==> src/rtl/uart_pkg.sv <==
// Shared UART definitions: receiver FSM states, default line parameters and
// the sample-tick divider computation.
package uart_pkg;

    typedef enum logic [2:0] {
        S_IDLE,
        S_START,
        S_DATA,
        S_STOP,
        S_BREAK
    } rx_state_t;

    localparam int DEFAULT_CLK_FREQUENCY = 50_000_000;
    localparam int DEFAULT_BAUD          = 9600;
    localparam int DEFAULT_OVERSAMPLE    = 8;

    // CLK cycles per sample tick, rounded to nearest.
    function automatic int calc_div(input int clk_frequency, input int baud, input int oversample);
        longint den;
        den = longint'(baud) * longint'(oversample);
        return int'((longint'(clk_frequency) + den / 2) / den);
    endfunction

endpackage

==> src/rtl/uart_baud_tick.sv <==
// Sample-tick generator: one-cycle pulse every DIV clocks, held in phase 0
// while i_restart is high.
module uart_baud_tick #(
    parameter int DIV = 1
) (
    input  logic CLK,
    input  logic RST,
    input  logic i_restart,
    output logic o_tick
);
    localparam int CNT_W = (DIV > 1) ? $clog2(DIV) : 1;
    localparam logic [CNT_W-1:0] LAST = CNT_W'(DIV - 1);

    generate
        if (DIV < 1) begin : g_bad_div
            $error("uart_baud_tick: DIV must be >= 1");
        end
    endgenerate

    logic [CNT_W-1:0] r_cnt;

    always_ff @(posedge CLK) begin
        if (RST || i_restart) begin
            r_cnt <= '0;
        end else if (r_cnt == LAST) begin
            r_cnt <= '0;
        end else begin
            r_cnt <= r_cnt + CNT_W'(1);
        end
    end

    assign o_tick = (r_cnt == LAST) && !i_restart;

endmodule

==> src/rtl/uart_rx_core.sv <==
// UART 8N1 receiver: synchronized RXD, oversampled 3-sample majority vote,
// single-byte holding register with overrun, frame-error and break handling.
module uart_rx_core
    import uart_pkg::*;
#(
    parameter int CLK_FREQUENCY = DEFAULT_CLK_FREQUENCY,
    parameter int BAUD          = DEFAULT_BAUD,
    parameter int OVERSAMPLE    = DEFAULT_OVERSAMPLE
) (
    input  logic       CLK,
    input  logic       RST,
    input  logic       RXD,
    input  logic       RX_CLEAR,
    output logic       RX_READY,
    output logic [7:0] RX_DATA,
    output logic       RX_OVERRUN,
    output logic       RX_FRAME_ERR,
    output logic       RX_IDLE
);
    localparam int DIV  = calc_div(CLK_FREQUENCY, BAUD, OVERSAMPLE);
    localparam int OS_W = $clog2(OVERSAMPLE);
    localparam logic [OS_W-1:0] OS_LAST  = OS_W'(OVERSAMPLE - 1);
    localparam logic [OS_W-1:0] SAMP_LO  = OS_W'(OVERSAMPLE / 2 - 1);
    localparam logic [OS_W-1:0] SAMP_MID = OS_W'(OVERSAMPLE / 2);
    localparam logic [OS_W-1:0] SAMP_HI  = OS_W'(OVERSAMPLE / 2 + 1);

    generate
        if (OVERSAMPLE < 4 || OVERSAMPLE % 2 != 0) begin : g_bad_oversample
            $error("uart_rx_core: OVERSAMPLE must be even and >= 4");
        end
    endgenerate

    logic            r_sync1, r_sync2;
    logic [1:0]      r_fill;
    logic            w_rxd, w_rxd_seen;
    rx_state_t       r_state;
    logic            r_armed;
    logic [OS_W-1:0] r_os;
    logic [OS_W-1:0] w_os_inc;
    logic [2:0]      r_bit;
    logic [7:0]      r_shift;
    logic [1:0]      r_samp;
    logic            w_tick, w_restart, w_decide, w_vote;
    logic            r_ready, r_overrun, r_frame_err;
    logic [7:0]      r_data;

    // NOTE: non-blocking assignments let each stage capture the previous stage's old value.
    always_ff @(posedge CLK) begin
        if (RST) begin
            r_sync1 <= 1'b1;
            r_sync2 <= 1'b1;
            r_fill  <= 2'b00;
        end else begin
            r_sync1 <= RXD;
            r_sync2 <= r_sync1;
            r_fill  <= {r_fill[0], 1'b1};
        end
    end

    assign w_rxd = r_sync2;
    // Reset preloads of the synchronizer must not count as having seen the line high.
    assign w_rxd_seen = r_fill[1] && r_sync2;

    assign w_restart = (r_state == S_IDLE);

    uart_baud_tick #(
        .DIV(DIV)
    ) u_baud_tick (
        .CLK      (CLK),
        .RST      (RST),
        .i_restart(w_restart),
        .o_tick   (w_tick)
    );

    assign w_os_inc = (r_os == OS_LAST) ? '0 : r_os + OS_W'(1);
    assign w_decide = w_tick && (w_os_inc == SAMP_HI);
    assign w_vote   = (r_samp[0] & r_samp[1]) | (r_samp[0] & w_rxd) | (r_samp[1] & w_rxd);

    always_ff @(posedge CLK) begin
        if (RST) begin
            r_state     <= S_IDLE;
            r_armed     <= 1'b0;
            r_os        <= '0;
            r_bit       <= 3'd0;
            r_shift     <= 8'h00;
            r_samp      <= 2'b11;
            r_data      <= 8'h00;
            r_ready     <= 1'b0;
            r_overrun   <= 1'b0;
            r_frame_err <= 1'b0;
        end else begin
            if (w_rxd_seen) begin
                r_armed <= 1'b1;
            end
            if (RX_CLEAR) begin
                r_ready     <= 1'b0;
                r_overrun   <= 1'b0;
                r_frame_err <= 1'b0;
            end
            if (w_tick && (r_state inside {S_START, S_DATA, S_STOP})) begin
                r_os <= w_os_inc;
                if (w_os_inc == SAMP_LO)  r_samp[0] <= w_rxd;
                if (w_os_inc == SAMP_MID) r_samp[1] <= w_rxd;
            end
            case (r_state)
                S_IDLE: begin
                    // Detection already sits a sync delay into the start bit, so the
                    // window phase starts at 1 and the stop vote lands by mid-bit.
                    if (r_armed && !w_rxd) begin
                        r_state <= S_START;
                        r_os    <= OS_W'(1);
                        r_bit   <= 3'd0;
                    end
                end
                S_START: begin
                    if (w_decide) begin
                        r_state <= w_vote ? S_IDLE : S_DATA;
                    end
                end
                S_DATA: begin
                    if (w_decide) begin
                        r_shift <= {w_vote, r_shift[7:1]};
                        r_bit   <= r_bit + 3'd1;
                        if (r_bit == 3'd7) begin
                            r_state <= S_STOP;
                        end
                    end
                end
                S_STOP: begin
                    if (w_decide) begin
                        if (w_vote) begin
                            r_data    <= r_shift;
                            r_ready   <= 1'b1;
                            r_overrun <= (r_ready || r_overrun) && !RX_CLEAR;
                            r_state   <= S_IDLE;
                        end else begin
                            r_frame_err <= 1'b1;
                            r_state     <= S_BREAK;
                        end
                    end
                end
                S_BREAK: begin
                    if (w_rxd) begin
                        r_state <= S_IDLE;
                    end
                end
                default: r_state <= S_IDLE;
            endcase
        end
    end

    assign RX_READY     = r_ready;
    assign RX_DATA      = r_data;
    assign RX_OVERRUN   = r_overrun;
    assign RX_FRAME_ERR = r_frame_err;
    assign RX_IDLE      = (r_state == S_IDLE);

endmodule

==> config.mk <==
export PLATFORM = sky130hd
export DESIGN_NAME = uart_rx_core
export DESIGN_NICKNAME = d
export VERILOG_FILES = /design/src/rtl/uart_pkg.sv /design/src/rtl/uart_baud_tick.sv /design/src/rtl/uart_rx_core.sv
export SDC_FILE = /design/constraint.sdc
export NUM_CORES = 1
export LEC_CHECK = 0
export CAP_MARGIN = 10
export CORE_ASPECT_RATIO = 0.7
export CORE_MARGIN = 10
export CORE_UTILIZATION = 40
export CTS_CLUSTER_DIAMETER = 100
export DETAILED_ROUTE_END_ITERATION = 12
export SYNTH_ARGS = -nofsm -noshare
export SYNTH_HDL_FRONTEND = slang
export SYNTH_SLANG_ARGS = --single-unit
==> constraint.sdc <==
create_clock -name CLK -period 3.02 [get_ports CLK]
set_input_delay 0.604 -clock CLK [delete_from_list [all_inputs] [get_ports CLK]]
set_output_delay 0.604 -clock CLK [all_outputs]
set_load 0.01 [all_outputs]
* Yosys cells after proc, flatten, opt, wreduce, memory -nomap -nowiden
Cells that the tools add are included.
W data, S select, Z words.
** Word-level totals
- Flip-flop bits (word level) :: 45
- Bits in latches :: 0
- Memory bits (writable) :: 0
- ROM bits :: 0
- Output and inout bits :: 12
- Memories kept :: 0
** Cells by class
- $add $sub $neg :: 3
- Multiply operators :: 0
- Div/mod/pow operators :: 0
- $lt $le $gt $ge :: 0
- Equality and inequality tests :: 16
- Shift-type cells :: 0
- Muxes and demuxes :: 29
- Bitwise operators :: 5
- Reductions and logical operators :: 21
** Operators by type and width (number)
- $mux W3 :: 13
- $eq A3 B3 Y1 const B :: 5
- $pmux W3 S5 :: 1
- $mux W1 :: 13
- $add A10 B1 Y10 const B :: 1
- $eq A10 B10 Y1 const B :: 1
- $ne A2 B2 Y1 const B :: 5
- $eq A3 B2 Y1 const B :: 3
- $add A3 B1 Y3 const B :: 2
- $logic_and A1 B1 Y1 :: 6
- $pmux W3 S2 :: 1
- $reduce_and A2 Y1 :: 3
- $reduce_and A3 Y1 :: 2
- $reduce_and A6 Y1 :: 1
- $and A1 B1 Y1 :: 3
- $eq A3 B1 Y1 const B :: 1
- $logic_not A1 Y1 :: 3
- $logic_not A3 Y1 :: 1
- $reduce_bool A3 Y1 :: 1
- $logic_or A1 B1 Y1 :: 2
- $mux W2 :: 1
- $ne A2 B1 Y1 const B :: 1
- $or A1 B1 Y1 :: 2
- $reduce_bool A2 Y1 :: 1
- $reduce_or A2 Y1 :: 1

* Logic depth before layout (Yosys ltp)
Gate-level depths: netlist of run 1.
- Depth in word-level cells :: 7
- Mapped depth :: 8
- Depth with buffers taken out :: 6

* Cells and area by module
Synthesis of run 1 repeated with hierarchy kept, for this count alone.
** Second synthesis, totals
- Cells, all modules :: 209
- Area, all modules :: 1953.1 sq um
** By module, submodules not included
- uart_rx_core :: times used 1, cells each 158, area each 1458.9 sq um, sequential area each 700.7 sq um
- uart_baud_tick :: times used 1, cells each 51, area each 494.2 sq um, sequential area each 200.2 sq um

* Worst setup path before layout of run 1
Ideal clock, no wire load.
- Path type :: flip-flop to flip-flop
- From :: register r_os[0]
- To :: register r_bit[0]
- Setup time :: 129 ps
- Arrival time :: 1894 ps
- Slack :: 997 ps
- Stages on the path, launching flop included :: 9
- Buffers on the path :: 2
- Clock period less this slack :: 2023 ps
- Path through :: dfxtp_1 > ha_1 > ha_1 > nand4_1 > or4_1 > buf_2 > buf_6 > o2111ai_1 > o31ai_1
** Between the ends
- Longest elaborated chain between the ends :: 6
** RTL lines
- start: declaration :: line uart_rx_core.sv:38 : logic [OS_W-1:0] r_os;
- start signal: assignment :: line uart_rx_core.sv:101 : r_os <= w_os_inc;
- $add A3 B1 Y3 / $eq A3 B3 Y1 (equally long branches) :: line uart_rx_core.sv:75 : assign w_os_inc = (r_os == OS_LAST) ? '0 : r_os + OS_W'(1);
- $mux W3 * :: line uart_rx_core.sv:75
- $eq A3 B3 Y1 * :: line uart_rx_core.sv:76 : assign w_decide = w_tick && (w_os_inc == SAMP_HI);
- $logic_and A1 B1 Y1 * :: line uart_rx_core.sv:76
- $ne A2 B2 Y1 (no line) *
- $reduce_and A3 Y1 (no line) *
- end signal: assignment :: line uart_rx_core.sv:123 : r_bit <= r_bit + 3'd1;
- end: declaration :: line uart_rx_core.sv:40 : logic [2:0] r_bit;
Mark *: on every way between the ends. The rest lies on a longest branch, timed or not.
A chain may end at the register's enable or synchronous reset.

* Worst setup path in the final report of run 1
- From :: register r_state[1]
- To :: output RX_IDLE
** Between the ends
- Longest elaborated chain between the ends :: 1
** RTL lines
- start: declaration :: line uart_rx_core.sv:36 : rx_state_t r_state;
- start signal: assignment :: line uart_rx_core.sv:117 : r_state <= w_vote ? S_IDLE : S_DATA;
- $logic_not A3 Y1 :: line uart_rx_core.sv:156 : assign RX_IDLE = (r_state == S_IDLE);
- end: declaration :: line uart_rx_core.sv:18 : output logic RX_IDLE
No other way between the ends.

==> impl_metrics.env, run 1 <==
export IMPL_wl_per_cell_um=13.8
export IMPL_start_util_pct=40.8
export IMPL_synth_flop_cell="dfxtp_1"
export IMPL_core_area_um2=4730
export IMPL_ios=16
export IMPL_die_x_um=103
export IMPL_cts_root_buf="clkbuf_8"
export IMPL_worstSetupEndpointType="primary output"
export IMPL_vias=1385
export IMPL_h_tree_depth=2
export IMPL_synthSimpleGateAreaFrac_pct=23.2
export IMPL_async_reset_ff_share_pct=0
export IMPL_synth_most_common_cell="dfxtp_1"
export IMPL_period_minus_slack_ps=2590
export IMPL_synth_enable_flop_cells=0
export IMPL_maxSlewViolCount=0
export IMPL_grt_pass1_vias=1305
export IMPL_synthTopCellsByCount="dfxtp_1 (45), nand2_1 (21), nor2_1 (18), nor3_1 (16), mux2i_1 (12)"
export IMPL_synth_area_um2=1930
export IMPL_synth_top_family_by_area="simple AND/OR/NAND/NOR gates"
export IMPL_ctsResizeCount=0
export IMPL_drive_above_1_share_pct=10.2
export IMPL_place_congestion=0.751
export IMPL_finalHoldViolCount=0
export IMPL_yosys_area_top_type="dfxtp_1"
export IMPL_crit_type="flop to primary output"
export IMPL_nets=228
export IMPL_synth_adder_area_share_pct=6.36
export IMPL_arrival_ps=1980
export IMPL_numClockSinks=45
export IMPL_clk_pin_slew_worst_paths_ps=80
export IMPL_synth_seq_cells=45
export IMPL_syn_inst=198
export IMPL_status="completed"
export IMPL_yosysTopAreaCellShare_pct=46.7
export IMPL_yosys_top_cells_area="dfxtp_1 (47%), mux2i_1 (6.2%), ha_1 (5.8%)"
export IMPL_cts_buffers=5
export IMPL_drc=0
export IMPL_ctsHoldBuffers=0
export IMPL_path_cells="nor3_1, clkdlybuf4s50_1"
export IMPL_io_buffers=15
export IMPL_synthDistinctLibCells=43
export IMPL_wirelength_mm=3.75
export IMPL_setup_tns_ps=0
export IMPL_cp_max_fo=8
export IMPL_firstDrtPassIters=4
export IMPL_p_leak_nw=0.847
export IMPL_finalCritPeriodShare_pct=85.6
export IMPL_cap_violations=0
export IMPL_die_height_um=78.1
export IMPL_fmax_ghz=0.387
export IMPL_cpPeakStageDelay_ps=680
export IMPL_hold_path_class="flop to flop"
export IMPL_ir_worst_vdd_mv=0.296
export IMPL_die_area_um2=8040
export IMPL_synth_area_mux_share_pct=6.23
export IMPL_grt_pass1_wl_mm=6.24
export IMPL_cp_required_ps=2420
export IMPL_cts_max_path_buffers=2
export IMPL_mappedNetlistNets=211
export IMPL_dpl_hpwl_mm=2.69
export IMPL_rows=21
export IMPL_crit_slowest_cell="clkdlybuf4s50_1"
export IMPL_drt_iter0_markers=80
export IMPL_cts_setup_buffers=0
export IMPL_clock_latency_ps=290
export IMPL_area_growth_pct=14.9
export IMPL_grt_max_degree=22
export IMPL_slew_limit_headroom_pct=20.9
export IMPL_synth_xor_area_share_pct=3.63
export IMPL_synth_compound_area_share_pct=10.8
export IMPL_overflow=0
export IMPL_p_total_mw=1.15
export IMPL_yosys_warnings=0
export IMPL_rsz0062_at_grt="false"
export IMPL_power_density_nw_per_um2=521
export IMPL_n_antenna_cell=0
export IMPL_grt_use_total_pct=9.77
export IMPL_syn_area_per_cell_um2=9.74
export IMPL_cts_tree="yes"
export IMPL_skew_ps=6.98
export IMPL_cp_start_kind="flop"
export IMPL_setup_viol=0
export IMPL_ant_nets=0
export IMPL_fillers=463
export IMPL_yosysSeqAreaShare_pct=46.7
export IMPL_worstMarginPinSlew_ps=1160
export IMPL_antenna_found_initial=0
export IMPL_viasPerCell=5.07
[worst max-delay path: cells and delay by family, from the launching register on]
kind	cells	cell delay, ps
flops	1	380
buf+inv	1	680
simple gates	1	630
[per-stage QoR]
step	cell area [um2]	worst slack [ps]	cells	hold slack (ps)	util, %
5_1_grt	2220	315	273	458	46.9
4_1_cts	2220	433	273	438	46.9
2_1_floorplan	1930	997	198	389	-
3_5_place_dp	2130	658	265	418	45.1
6_report	2220	434	273	436	46.9
3_3_place_gp	2130	626	265	392	45.1
[power breakdown]
part	total (mW)	internal [mW]	switching, mW
sequential	0.642	0.613	0.0294
clock	0.351	0.160	0.191
combinational	0.162	0.0575	0.104
total	1.15	0.831	0.324
[layout make-up]
type | count | area, um2 | area share (%)
multi-input combinational | 140 | 970 | 43.8
clock inverter | 2 | 10.0 | 0.452
inverter | 5 | 18.8 | 0.847
sequential | 45 | 901 | 40.7
clock buffer | 6 | 72.6 | 3.27
tap | 57 | 71.3 | 3.22
timing repair buffer | 18 | 173 | 7.79
[path summary, 6_finish.rpt]
kind                                    to  slack (ps)       start  depth (start not counted)
worst max register to register  r_shift[2]         600     r_os[0]                          6
worst min-delay path               r_sync2         440     r_sync1                          1
worst min register to register     r_sync2         440     r_sync1                          1
worst max-delay path               RX_IDLE         430  r_state[1]                          2
[registers in the layout (all words and copies together) (netlist names)]
register and count:
r_sync1 1, RX_DATA 8, r_state 3, RX_FRAME_ERR 1, r_bit 3, r_fill 2
RX_OVERRUN 1, r_samp 2, RX_READY 1, u_baud_tick.r_cnt 10, r_sync2 1, r_shift 8
r_armed 1, r_os 3
[logic make-up (layout without fill, tap and decap cells)]
logic type / count (synthesis) / count (layout)
AO/OA/AOI/OAI: 27 / 27
XOR/XNOR: 8 / 8
adder cells (fa/ha/maj): 10 / 10
buffers and inverters: 13 / 31
flip-flops: 45 / 45
multiplexers: 12 / 12
AND/OR/NAND/NOR: 83 / 83
[routing by layer]
metal	up-vias	track usage (%)	wire length, um	part of all wire [%]
li1	739	-	-	-
met1	622	14.8	2220	59
met2	18	11.2	1270	34
met3	6	4.20	196	5.2
met4	0	4.16	61	1.6
met5	-	0	0	0
[layout by cell type (no fill, tap or decap), types with 2 or more instances in the layout]
cell	n
nand2b_1	2
a41o_1	2
a31oi_1	2
nor2_1	18
o31ai_1	2
nand2_1	21
nand3b_1	3
inv_1	4
nor2b_1	2
dfxtp_1	45
clkdlybuf4s50_1	15
nor3_1	16
and4_1	2
a31o_2	7
nand3_1	6
mux2i_1	12
clkinv_2	2
ha_1	9
nor4_4	2
clkbuf_8	5
xor2_1	2
xnor2_1	6
a21oi_1	6
buf_4	3
or2_2	2
Power figures use the tool's default switching activity.
==> run 2: changes to the inputs <==
--- a/config.mk
+++ b/config.mk
@@ -11,6 +11,8 @@
 export CORE_UTILIZATION = 40
 export CTS_CLUSTER_DIAMETER = 100
 export DETAILED_ROUTE_END_ITERATION = 12
+export SETUP_SLACK_MARGIN = 0.3
 export SYNTH_ARGS = -nofsm -noshare
 export SYNTH_HDL_FRONTEND = slang
+export SYNTH_HIERARCHICAL = 1
 export SYNTH_SLANG_ARGS = --single-unit
==> impl_metrics.env, run 2 <==
export IMPL_status="completed"
export IMPL_synth_top_family_by_area="simple AND/OR/NAND/NOR gates"
export IMPL_ant_nets=0
export IMPL_clock_latency_ps=290
export IMPL_layout_common_cells="dfxtp_1 (45), nand2_1 (28), a21oi_1 (16)"
export IMPL_maxSlewViolCount=0
export IMPL_numClockSinks=45
export IMPL_ir_worst_vdd_mv=0.241
export IMPL_cts_root_buf="clkbuf_8"
export IMPL_ios=16
export IMPL_setup_tns_ps=0
export IMPL_grt_pass1_vias=1409
export IMPL_place_congestion=0.817
export IMPL_cts_buffers=5
export IMPL_synthTopCellsByCount="dfxtp_1 (45), nand2_1 (28), a21oi_1 (16), mux2i_1 (13)"
export IMPL_grt_max_degree=34
export IMPL_h_tree_depth=2
export IMPL_fmax_ghz=0.417
export IMPL_stdcell_area_um2=2300
export IMPL_grt_use_total_pct=9.45
export IMPL_firstDrtPassIters=4
export IMPL_arrival_ps=1800
export IMPL_rows=21
export IMPL_hold_path_class="flop to flop"
export IMPL_ff_latch_area_um2=901
export IMPL_synth_area_um2=1950
export IMPL_synth_xor_area_share_pct=1.79
export IMPL_synthSimpleGateAreaFrac_pct=24.6
export IMPL_wl_per_cell_um=12.3
export IMPL_nets=238
export IMPL_antenna_found_initial=0
export IMPL_io_buffers=15
export IMPL_yosysTopAreaCellShare_pct=46.1
export IMPL_cts_max_path_buffers=2
export IMPL_synth_adder_area_share_pct=6.28
export IMPL_multi_input_area_um2=976
export IMPL_async_reset_ff_share_pct=0
export IMPL_area_growth_pct=17.7
export IMPL_worstHoldStart="r_sync1"
export IMPL_largest_reg_flops=10
export IMPL_synth_enable_flop_cells=0
export IMPL_p_leak_nw=0.895
export IMPL_vias=1456
export IMPL_regMostFlops="u_baud_tick/r_cnt"
export IMPL_skew_ps=7.86
export IMPL_start_util_pct=41.1
export IMPL_yosys_warnings=6
export IMPL_fillers=466
export IMPL_synth_compound_area_share_pct=10.6
export IMPL_drc=0
export IMPL_p_total_mw=1.14
export IMPL_grt_pass1_wl_mm=6.63
export IMPL_period_minus_slack_ps=2400
export IMPL_synthDistinctLibCells=41
export IMPL_place_area_um2=2170
export IMPL_mappedNetlistNets=222
export IMPL_cp_start_kind="flop"
export IMPL_wirelength_mm=3.62
export IMPL_n_antenna_cell=0
export IMPL_cp_required_ps=2420
export IMPL_synth_flop_cell="dfxtp_1"
export IMPL_cts_tree="yes"
export IMPL_yosys_area_top_type="dfxtp_1"
export IMPL_ctsHoldBuffers=0
export IMPL_die_area_um2=8120
export IMPL_yosys_top_cells_area="dfxtp_1 (46%), mux2i_1 (6.7%), ha_1 (5.8%)"
export IMPL_rr_startpoint="u_baud_tick/r_cnt[2]"
export IMPL_overflow=0
export IMPL_synth_most_common_cell="dfxtp_1"
export IMPL_final_common_cell="dfxtp_1"
export IMPL_drt_iter0_markers=62
export IMPL_synth_area_mux_share_pct=6.66
export IMPL_finalHoldViolCount=0
export IMPL_yosysSeqAreaShare_pct=46.1
export IMPL_core_area_um2=4760
export IMPL_worstMarginPinSlew_ps=443
export IMPL_viasPerCell=4.94
export IMPL_crit_type="flop to primary output"
export IMPL_slew_limit_headroom_pct=70.2
export IMPL_syn_area_per_cell_um2=9.35
export IMPL_die_x_um=104
export IMPL_cts_setup_buffers=0
export IMPL_clk_pin_slew_worst_paths_ps=80
export IMPL_synth_seq_cells=45
export IMPL_drive_above_1_share_pct=11.1
export IMPL_dpl_hpwl_mm=2.53
export IMPL_ctsResizeCount=0
export IMPL_syn_inst=209
export IMPL_whs_ps=416
export IMPL_finalCritPeriodShare_pct=79.5
export IMPL_cap_violations=0
export IMPL_setup_viol=0
export IMPL_crit_start="r_state[2]"
export IMPL_rsz0062_at_grt="false"
export IMPL_die_height_um=78.5
export IMPL_worstSetupEndpointType="primary output"
export IMPL_cp_max_fo=13
export IMPL_power_density_nw_per_um2=498
run 2: cell types whose count changed after synthesis, sizes merged, moves of 4 or more:
cell / previous run / this run
a211oi: 0 / 6
a21oi: 6 / 16
a31o: 8 / 0
buf: 2 / 6
nand2: 21 / 28
nor2: 18 / 11
nor3: 16 / 12
o21ai: 0 / 6
or3: 1 / 7
run 2: cell type report:
class	instances	share of cell area, %
clock buffers	5	2.99
clock inverters	3	2.83
inverters	6	0.979
multi-input cells	148	42.4
flip-flops and latches	45	39.2
well taps	69	3.75
repair buffers	19	7.83
run 2: critical path, cell delays in order (launching register included):
cell             delay [ps]
dfxtp_1                 430
nor3_1                  450
clkdlybuf4s50_1         630
run 2: path summary, 6_finish.rpt:
| check | end | slack, ps | cells after the start |
|---|---|---|---|
| setup / recovery | RX_IDLE | 620 | 2 |
| hold / removal | r_sync2 | 420 | 1 |
| setup reg to reg | r_bit[1] | 760 | 7 |
| hold reg to reg | r_sync2 | 420 | 1 |
run 2: where the power goes:
| group | internal [mW] | switching [mW] |
|---|---|---|
| clock network | 0.328 | 0.196 |
| registers | 0.597 | 0.00288 |
| logic | 0.00913 | 0.0113 |
run 2: per-stage QoR:
stage / setup slack [ps] / util, % / instances
CTS: 559 / 48.4 / 295
global route: 500 / 48.4 / 295
finish: 621 / 48.4 / 295
global placement: 830 / 45.5 / 287
floorplan: 728 / - / 209
detailed placement: 792 / 45.5 / 287
run 2: per-layer routing:
layer,up-vias,track usage [%],wire (um)
met4,0,2.95,30
met2,21,12.9,1380
met3,5,3.26,160
met1,657,13.4,2050
li1,773,-,-
met5,-,0,0
run 2: logic make-up (layout without fill, tap and decap cells):
kind of cell	count (synthesis)	after routing
AND/OR/NAND/NOR	87	87
XOR/XNOR	4	4
multiplexers	13	13
flip-flops	45	45
adder cells (fa/ha/maj)	10	10
buffers and inverters	16	33
AO/OA/AOI/OAI	34	34
==> run 3: changes to the inputs <==
==> constraint.sdc (replaced) <==
create_clock -name CLK -period 2.4 [get_ports CLK]
set_input_delay 0.48 -clock CLK [delete_from_list [all_inputs] [get_ports CLK]]
set_output_delay 0.48 -clock CLK [all_outputs]
set_load 0.01 [all_outputs]
==> impl_metrics.env, run 3 (synthesized netlist as in run 2, its figures left out) <==
export IMPL_ir_worst_vdd_mv=0.473
export IMPL_wl_per_cell_um=13.0
export IMPL_setup_tns_ps=0
export IMPL_cts_max_path_buffers=2
export IMPL_viasPerCell=5.03
export IMPL_skew_ps=2.68
export IMPL_critPathBufInv=1
export IMPL_crit_slowest_cell="or4b_4"
export IMPL_cts_root_buf="clkbuf_8"
export IMPL_area_growth_pct=21.4
export IMPL_ant_nets=0
export IMPL_crit_type="flop to flop"
export IMPL_p_total_mw=1.32
export IMPL_status="completed"
export IMPL_rows=21
export IMPL_antenna_found_initial=0
export IMPL_core_area_um2=4760
export IMPL_n_antenna_cell=0
export IMPL_finalHoldViolCount=0
export IMPL_grt_pass1_wl_mm=6.64
export IMPL_critical_path_top_delay_family="simple AND/OR/NAND/NOR gates"
export IMPL_start_util_pct=41.1
export IMPL_drt_iter0_markers=85
export IMPL_layout_common_cells="dfxtp_1 (42), nand2_1 (28), a21oi_1 (16)"
export IMPL_fillers=434
export IMPL_cts_buffers=5
export IMPL_largest_reg_flops=10
export IMPL_cp_max_fo=5
export IMPL_wirelength_mm=3.94
export IMPL_grtUsageMet3_pct=3.26
export IMPL_maxSlewViolCount=0
export IMPL_finalCritPeriodShare_pct=85.2
export IMPL_drc=0
export IMPL_post_route_util_pct=49.9
export IMPL_stdcell_area_um2=2370
export IMPL_overflow=0
export IMPL_die_area_um2=8120
export IMPL_drive_above_1_share_pct=16.3
export IMPL_place_area_um2=2200
export IMPL_worstSetupEndpointType="flop"
export IMPL_die_x_um=104
export IMPL_regMostFlops="u_baud_tick/r_cnt"
export IMPL_cap_violations=0
export IMPL_h_tree_depth=2
export IMPL_cpPeakStageDelay_ps=530
export IMPL_arrival_ps=2220
export IMPL_cp_start_kind="flop"
export IMPL_p_leak_nw=0.950
export IMPL_vias=1520
export IMPL_firstDrtPassIters=4
export IMPL_clk_pin_slew_worst_paths_ps=80
export IMPL_grt_pass1_vias=1372
export IMPL_clock_latency_ps=290
export IMPL_fmax_ghz=0.489
export IMPL_power_density_nw_per_um2=557
export IMPL_io_buffers=15
export IMPL_cts_tree="yes"
export IMPL_dpl_hpwl_mm=2.75
export IMPL_hold_path_class="flop to flop"
export IMPL_grt_util_met2_pct=12.4
export IMPL_die_height_um=78.5
export IMPL_grt_max_degree=34
export IMPL_final_common_cell="dfxtp_1"
export IMPL_place_congestion=0.764
export IMPL_nets=246
export IMPL_path_cells="or4b_4, nor4_4, and4_1, nand4b_1, buf_4, mux2i_1, nor2_1"
export IMPL_worstMarginPinSlew_ps=478
export IMPL_numClockSinks=45
export IMPL_gr_max_usage_layer="met1"
export IMPL_grt_use_total_pct=9.63
export IMPL_setup_viol=0
export IMPL_period_minus_slack_ps=2040
export IMPL_use_met1_pct=14.0
export IMPL_slew_limit_headroom_pct=68.1
export IMPL_cp_required_ps=2570
export IMPL_rsz0062_at_grt="true"
export IMPL_ios=16
-- run 3: final timing paths --
path | from | to | slack (ps) | cells past startpoint
worst min-delay path | r_sync1 | r_sync2 | 420 | 1
worst min register to register | r_sync1 | r_sync2 | 420 | 1
worst max register to register | u_baud_tick/r_cnt[2] | RX_DATA[0] | 360 | 7
worst max-delay path | u_baud_tick/r_cnt[2] | RX_DATA[0] | 360 | 7
-- run 3: worst register-to-register path: stages, from the launching register on --
cell	delay, ps
dfxtp_4	360
or4b_4	530
nor4_4	190
and4_1	280
nand4b_1	160
buf_4	200
mux2i_1	150
nor2_1	50
-- run 3: area by class of cell --
| type | count | area, um2 | area share [%] |
|---|---|---|---|
| clock buffer | 5 | 68.8 | 2.90 |
| timing repair buffer | 27 | 244 | 10.3 |
| clock inverter | 2 | 35.0 | 1.48 |
| inverter | 6 | 22.5 | 0.950 |
| multi-input combinational | 148 | 1010 | 42.5 |
| sequential | 45 | 907 | 38.3 |
| tap | 69 | 86.3 | 3.64 |
-- run 3: layer usage --
layer | share of wire (%) | wire length, um
met1 | 54 | 2140
met2 | 39 | 1530
met3 | 5.8 | 229
met4 | 1.0 | 40
met5 | 0 | 0
-- run 3: timing repair --
| action | 4_1_cts | 5_1_grt |
|---|---|---|
| buffers inserted | 0 | 4 |
| gates cloned | 0 | 1 |
| endpoints found under the setup margin | 7 | 9 |
| gates resized for setup | 3 | 7 |
| hold buffers | 0 | 0 |
| pin swaps | 0 | 1 |
-- run 3: power by group --
group	switching, mW	total (mW)	leakage [nW]	internal, mW
sequential	0.00317	0.753	0.366	0.750
combinational	0.0150	0.0269	0.530	0.0118
clock	0.239	0.542	0.0540	0.302
-- run 3: stage by stage --
step,hold WS [ps],setup WS (ps),cells
3_5_place_dp,402,290,290
3_3_place_gp,392,337,290
2_1_floorplan,389,378,209
6_report,415,355,302
4_1_cts,421,314,297
5_1_grt,442,233,302
